===== src/rtl/spi_aes_slave_pkg.sv =====
// Shared types and frame-geometry helpers for the SPI front-end of the AES cores.
// Pure declarations: no logic, no latency, no flow control.
package aes_spi_pkg;

    typedef enum logic [1:0] {
        IDLE   = 2'd0,
        RECV   = 2'd1,
        LAUNCH = 2'd2,
        WAIT   = 2'd3
    } state_t;

    localparam logic [7:0] CMD_ENC = 8'h00;
    localparam logic [7:0] CMD_DEC = 8'h01;

    // Command byte, then 128-bit block, then the Nk-word key.
    function automatic int frame_bits(input int nk);
        return 8 + 128 + nk * 32;
    endfunction

    function automatic int cnt_width(input int nbits);
        return $clog2(nbits + 1);
    endfunction

endpackage


===== src/rtl/spi_aes_slave_if.sv =====
// Core-side bundle between the SPI front-end (master) and the encrypt/decrypt cores (slave).
// Starts and done are single-cycle pulses; the cores cannot push back on a launch.
interface spi_aes_slave_if #(
    parameter int NK = 4
);
    logic [127:0]    data_out;
    logic [NK*32-1:0] key_out;
    logic            enc_start;
    logic            dec_start;
    logic            enc_done;
    logic            dec_done;
    logic [127:0]    enc_result;
    logic [127:0]    dec_result;
    logic            busy;
    logic            done;
    logic            frame_err;

    modport master (
        output data_out, key_out, enc_start, dec_start, busy, done, frame_err,
        input  enc_done, dec_done, enc_result, dec_result
    );

    modport slave (
        input  data_out, key_out, enc_start, dec_start, busy, done, frame_err,
        output enc_done, dec_done, enc_result, dec_result
    );
endinterface


===== src/rtl/spi_aes_slave_sync_edge.sv =====
// Two-flop synchroniser for one asynchronous pin, with rise/fall strobes on the synced level.
// Latency: level valid 2 clk after the pin, strobes combinational from that; no backpressure.
module spi_sync_edge #(
    parameter logic RST_VAL = 1'b0
) (
    input  logic clk,
    input  logic reset,
    input  logic din,
    output logic level,
    output logic rise,
    output logic fall
);
    logic meta;
    logic sync;
    logic prev;

    always_ff @(posedge clk or posedge reset) begin
        if (reset) begin
            meta <= RST_VAL;
            sync <= RST_VAL;
            prev <= RST_VAL;
        end else begin
            meta <= din;
            sync <= meta;
            prev <= sync;
        end
    end

    assign level = sync;
    assign rise  = sync & ~prev;
    assign fall  = ~sync & prev;
endmodule


===== src/rtl/spi_aes_slave.sv =====
// SPI mode-0 slave front-end for the AES cores; optional WAIT watchdog via SPI_AES_TIMEOUT_EN.
// Latency: 3 clk from pin to action; no backpressure, frames arriving while busy are rejected.
module spi_aes_slave
    import aes_spi_pkg::*;
#(
    parameter int Nk          = 4,
    parameter int TIMEOUT_CYC = 1024
) (
    input  logic clk,
    input  logic reset,
    input  logic sclk,
    input  logic cs_n,
    input  logic mosi,
    output logic miso,
    spi_aes_slave_if.master core
);
    localparam int FB = frame_bits(Nk);
    localparam int CW = cnt_width(FB);
    localparam int KW = Nk * 32;

    logic sclk_lvl, sclk_rise, sclk_fall;
    logic cs_lvl, cs_rise, cs_fall;
    logic mosi_s, mosi_rise, mosi_fall;
    logic unused_edges;

    spi_sync_edge #(.RST_VAL(1'b0)) u_sclk (
        .clk(clk), .reset(reset), .din(sclk), .level(sclk_lvl), .rise(sclk_rise), .fall(sclk_fall));
    spi_sync_edge #(.RST_VAL(1'b1)) u_cs (
        .clk(clk), .reset(reset), .din(cs_n), .level(cs_lvl), .rise(cs_rise), .fall(cs_fall));
    spi_sync_edge #(.RST_VAL(1'b0)) u_mosi (
        .clk(clk), .reset(reset), .din(mosi), .level(mosi_s), .rise(mosi_rise), .fall(mosi_fall));

    assign unused_edges = ^{sclk_lvl, cs_lvl, mosi_rise, mosi_fall};

    state_t        state;
    logic [CW-1:0] cnt, cnt_nxt;
    logic [FB-1:0] shift, shift_nxt;
    logic [127:0]  result;
    logic [127:0]  miso_sr;
    logic          sel;
    logic          busy_frame;
    logic [7:0]    cmd;
    logic          frame_ok;

`ifdef SPI_AES_TIMEOUT_EN
    localparam int TW = $clog2(TIMEOUT_CYC + 1);
    logic [TW-1:0] wait_cnt;
`else
    localparam int unused_timeout = TIMEOUT_CYC;
`endif

    // The sclk edge is folded in before the cs_n-rise decision so a coincident last bit counts.
    always_comb begin
        cnt_nxt   = cnt;
        shift_nxt = shift;
        if (state == RECV && sclk_rise && cnt != CW'(FB)) begin
            cnt_nxt   = cnt + CW'(1);
            shift_nxt = {shift[FB-2:0], mosi_s};
        end
    end

    assign cmd      = shift_nxt[FB-1 -: 8];
    assign frame_ok = (cnt_nxt == CW'(FB)) && (cmd == CMD_ENC || cmd == CMD_DEC);

    always_ff @(posedge clk or posedge reset) begin
        if (reset) begin
            state          <= IDLE;
            cnt            <= '0;
            shift          <= '0;
            result         <= '0;
            miso_sr        <= '0;
            miso           <= 1'b0;
            sel            <= 1'b0;
            busy_frame     <= 1'b0;
            core.data_out  <= '0;
            core.key_out   <= '0;
            core.enc_start <= 1'b0;
            core.dec_start <= 1'b0;
            core.busy      <= 1'b0;
            core.done      <= 1'b0;
            core.frame_err <= 1'b0;
`ifdef SPI_AES_TIMEOUT_EN
            wait_cnt       <= '0;
`endif
        end else begin
            core.enc_start <= 1'b0;
            core.dec_start <= 1'b0;
            core.done      <= 1'b0;
            core.frame_err <= 1'b0;

            // A frame opened while a launch is outstanding is swallowed and reported at its end.
            if (cs_fall && (state == LAUNCH || state == WAIT))
                busy_frame <= 1'b1;
            if (cs_rise && busy_frame) begin
                busy_frame     <= 1'b0;
                core.frame_err <= 1'b1;
            end

            case (state)
                IDLE: begin
                    if (cs_fall) begin
                        state   <= RECV;
                        cnt     <= '0;
                        miso_sr <= result;
                        miso    <= 1'b0;
                    end
                end
                RECV: begin
                    cnt   <= cnt_nxt;
                    shift <= shift_nxt;
                    if (sclk_fall) begin
                        if (cnt >= CW'(8) && cnt < CW'(136)) begin
                            miso    <= miso_sr[127];
                            miso_sr <= {miso_sr[126:0], 1'b0};
                        end else begin
                            miso <= 1'b0;
                        end
                    end
                    if (cs_rise) begin
                        miso <= 1'b0;
                        if (frame_ok) begin
                            state          <= LAUNCH;
                            core.data_out  <= shift_nxt[FB-9 -: 128];
                            core.key_out   <= shift_nxt[KW-1:0];
                            core.enc_start <= (cmd == CMD_ENC);
                            core.dec_start <= (cmd == CMD_DEC);
                            core.busy      <= 1'b1;
                            sel            <= (cmd == CMD_DEC);
                        end else begin
                            state          <= IDLE;
                            core.frame_err <= 1'b1;
                        end
                    end
                end
                LAUNCH: begin
                    state <= WAIT;
`ifdef SPI_AES_TIMEOUT_EN
                    wait_cnt <= '0;
`endif
                end
                WAIT: begin
                    if (sel ? core.dec_done : core.enc_done) begin
                        result    <= sel ? core.dec_result : core.enc_result;
                        core.done <= 1'b1;
                        core.busy <= 1'b0;
                        state     <= IDLE;
                    end
`ifdef SPI_AES_TIMEOUT_EN
                    else if (wait_cnt == TW'(TIMEOUT_CYC - 1)) begin
                        core.frame_err <= 1'b1;
                        core.busy      <= 1'b0;
                        state          <= IDLE;
                    end else begin
                        wait_cnt <= wait_cnt + TW'(1);
                    end
`endif
                end
                default: state <= IDLE;
            endcase
        end
    end
endmodule


===== src/flat_wrapper.sv =====
// flat-port wrapper written by rule: the top's interface ports become plain ports
module spi_aes_slave_flat import aes_spi_pkg::*;
#(
    parameter int Nk          = 4,
    parameter int TIMEOUT_CYC = 1024
)
  (clk, reset, sclk, cs_n, mosi, miso, core_data_out, core_key_out, core_enc_start, core_dec_start, core_busy, core_done, core_frame_err, core_enc_done, core_dec_done, core_enc_result, core_dec_result);
  spi_aes_slave_if #(.NK(4)) core_i ();
  input  logic clk;
  input  logic reset;
  input  logic sclk;
  input  logic cs_n;
  input  logic mosi;
  output logic miso;
  output wire logic [$bits(core_i.data_out)-1:0] core_data_out;
  output wire logic [$bits(core_i.key_out)-1:0] core_key_out;
  output wire logic [$bits(core_i.enc_start)-1:0] core_enc_start;
  output wire logic [$bits(core_i.dec_start)-1:0] core_dec_start;
  output wire logic [$bits(core_i.busy)-1:0] core_busy;
  output wire logic [$bits(core_i.done)-1:0] core_done;
  output wire logic [$bits(core_i.frame_err)-1:0] core_frame_err;
  input wire logic [$bits(core_i.enc_done)-1:0] core_enc_done;
  input wire logic [$bits(core_i.dec_done)-1:0] core_dec_done;
  input wire logic [$bits(core_i.enc_result)-1:0] core_enc_result;
  input wire logic [$bits(core_i.dec_result)-1:0] core_dec_result;
  assign core_data_out = core_i.data_out;
  assign core_key_out = core_i.key_out;
  assign core_enc_start = core_i.enc_start;
  assign core_dec_start = core_i.dec_start;
  assign core_busy = core_i.busy;
  assign core_done = core_i.done;
  assign core_frame_err = core_i.frame_err;
  assign core_i.enc_done = core_enc_done;
  assign core_i.dec_done = core_dec_done;
  assign core_i.enc_result = core_enc_result;
  assign core_i.dec_result = core_dec_result;
  spi_aes_slave #(.Nk(Nk), .TIMEOUT_CYC(TIMEOUT_CYC)) u_core (.clk(clk), .reset(reset), .sclk(sclk), .cs_n(cs_n), .mosi(mosi), .miso(miso), .core(core_i));
endmodule

===== config.mk =====
export PLATFORM = sky130hd
export DESIGN_NAME = spi_aes_slave_flat
export DESIGN_NICKNAME = d
export VERILOG_FILES = /design/src/rtl/spi_aes_slave_pkg.sv /design/src/rtl/spi_aes_slave_if.sv /design/src/rtl/spi_aes_slave_sync_edge.sv /design/src/rtl/spi_aes_slave.sv /design/src/flat_wrapper.sv
export SDC_FILE = /design/constraint.sdc
export NUM_CORES = 2
export LEC_CHECK = 0
export BUFFER_PORTS_ARGS = -buffer_cell sky130_fd_sc_hd__clkbuf_2
export CAP_MARGIN = 20
export CORE_ASPECT_RATIO = 0.5
export CORE_MARGIN = 1
export CORE_UTILIZATION = 46
export DETAILED_ROUTE_END_ITERATION = 6
export GPL_TIMING_DRIVEN = 1
export PLACE_DENSITY = 0.79
export SYNTH_ARGS = -nofsm -noshare
export SYNTH_HDL_FRONTEND = slang
export SYNTH_HIERARCHICAL = 1
export SYNTH_SLANG_ARGS = --single-unit
export TNS_END_PERCENT = 10

===== constraint.sdc =====
create_clock -name clk -period 29.1 [get_ports clk]
set_input_delay 7.275 -clock clk [delete_from_list [all_inputs] [get_ports clk]]
set_output_delay 7.275 -clock clk [all_outputs]
set_load 0.01 [all_outputs]

==> impl_results.md <==
- Clk_lat worst skew: 0.67 ns
- Clock skew: 0.0394 ns
- Cell Area, Synth: 33500 um^2
- R2R depth: 9
- Fin Setup TNS: 0 ns
- Post-route ant nets: 0
- GRT busiest layer: met2
- Kind of critical path: in2async
- CTS sink cnt: 803
- Fin crit period: 9.60 ns
- Critical path endpoint category: asynchronous set/reset pin
- Nets: roughly 3200
- Die H: 193 um
- CP max FO: 197
- CTS H-tree lvls: 3
- Worst hold path class: reg2reg
- Layout cells sized above 1: 0.442
- Syn Area/Cell: about 14 um^2
- Placed cell area: approximately 37000 um^2
- First-pass GRT wire length: 112000 um
- VDD IR max: roughly 0.00005 V
- Clock Root Buffer: clkbuf_16
- Final Max Slew Viols: 0
- Routed WL per cell: 18.1 um
- Final Hold Vio Count: 0
- FF-to-FF End: u_core/core.key_out[112]
- Post-CTS sizing: 0
- GRT Util Overall: 0.192
- Max Fclk: 104 MHz
- CP Launch Type: primary input
- CP startpoint: reset
- Mapped Cells: around 2500
- Layout area overhead: 17.4%
- Io pins: 525
- Leakage Power: 20.9 nW
- CTS Buf Count: 72
- IO buf count: between 500 and 600
- Post-Route WL: between 70000 and 80000 um
- Routed vias/inst: 5.02
- Critical R2R Launch: u_core/u_sclk/level
- Initial DRC Count: 1145
- Worst-Margin Slew: between 1 and 1.5 ns
- Setup violators final: 0
- Ys Warns: 6
- Postcts setup bufs: 0
- Post-DP HPWL: 47300 um
- Routability Congestion: 0.818
- Clock transition at path regs: 0.06 ns
- Met3 capacity usage during global routing: 0.0377
- Core Region: 71500 um^2
- Global Route met1 Usage: 0.237
- Status: complete, but fails checks
- Die width: about 380 um
- Die footprint: roughly 74000 um^2
- CP arrival: between 10 and 15 ns
- TritonCTS clock tree: yes
- Period utilisation layout: 0.330
- Drt drc: 6
- Number of global-route vias before repair: 20500
- Slew headroom: 0.246
- Final Cell Area: 39300 um^2
- Row cnt: 69
- Drt pass-1 iters: 6
- Hold_buf cts: 0
- Max-Cap Viols: 0
- Via count: 19900
- Failing checks: DRC
- Initial antenna violation count: 1
- Met2 GRT Util: 0.331
- Pwr Density: 71.8 nW/um^2
- Pin count of the biggest net entering global routing: a little under 200
- Worst setup path end: u_core/shift[105]
- Total grt overflow: 0
- Req. time, crit path: around 30 ns
- Mapped Nets: 2740
- Initial core utilization: 0.469
- CTS max path bufs: 3
- R2R setup slack: 24.44 ns
- RSZ-0062 raised after global routing: no
power breakdown:
part / internal (mW) / total (mW) / switching (mW)
clock: 0.552 / 0.989 / 0.436
combinational: 0.196 / 0.459 / 0.263
sequential: 1.29 / 1.38 / 0.0904
total: 2.03 / 2.82 / 0.790
how the worst min path moves through the flow:
stage | from | end | depth (start not counted)
floorplan | u_core/u_mosi/meta | u_core/u_mosi/level | 0
detailed placement | u_core/u_sclk/meta | u_core/u_sclk/level | 0
finish | u_core/u_mosi/meta | u_core/u_mosi/level | 0
global placement | u_core/u_mosi/meta | u_core/u_mosi/level | 0
global route | u_core/u_mosi/meta | u_core/u_mosi/level | 0
CTS | u_core/u_cs/meta | u_core/u_cs/level | 0
cells in the final DEF (no fill, tap or decap), drive strengths merged, types with 2 or more instances in the layout:
master    instances
dfstp             3
mux2            650
nand3             5
a2111oi           2
or2               2
nor3              3
o21ai           141
a21oi             6
o211ai            2
nand4             3
mux2i           130
nor2b             5
clkinvlp          4
and2b             2
ha                2
a21o              2
clkinv           21
bufinv            6
inv              13
o21a              4
nor2              9
nor4              3
a22o              2
nand2b            2
nand2           520
xor2              2
buf              22
dfrtp           800
clkbuf          621
layer usage:
| layer | vias to the layer above | part of all wire |
|---|---|---|
| met2 | 266 | 0.52 |
| met1 | 10100 | 0.41 |
| met4 | 0 | 0.038 |
| met5 | - | 0 |
| li1 | 9381 | - |
| met3 | 133 | 0.031 |
registers in the layout, summed over array words and instances, names as in the netlist, 9 cells and up, named ones only:
register,count
u_core/shift,264
u_core/core.data_out,128
u_core/miso_sr,128
u_core/cnt,9
u_core/result,128
u_core/core.key_out,128
worst max-delay path: stages:
cell and delay [ns]:
clkbuf_2 0.13, clkinvlp_4 0.51, buf_4 0.65, buf_12 0.79, buf_4 0.78
metrics by stage:
stage	instances	hold WS (ns)	setup slack, ns	util	total power [mW]
floorplan	2475	0.331	10.91	-	1.74
detailed placement	3828	0.338	18.64	0.515	1.86
global route	3960	0.364	18.94	0.550	2.99
finish	3960	0.358	19.50	0.550	2.82
CTS	3958	0.358	19.36	0.550	2.86
global placement	3827	0.344	18.76	0.515	1.83
final cells by class:
type                            count  area, um^2
Tap cell                          958        1200
Clock inverter                     33         437
Multi-Input combinational cell   1511       12600
Fill cell                        5857       32200
Antenna cell                        1        2.50
Timing Repair Buffer              546        2880
Inverter                           11        45.0
Sequential cell                   803       20100
Clock buffer                       97        2030
(Power assumes the default switching activity.)
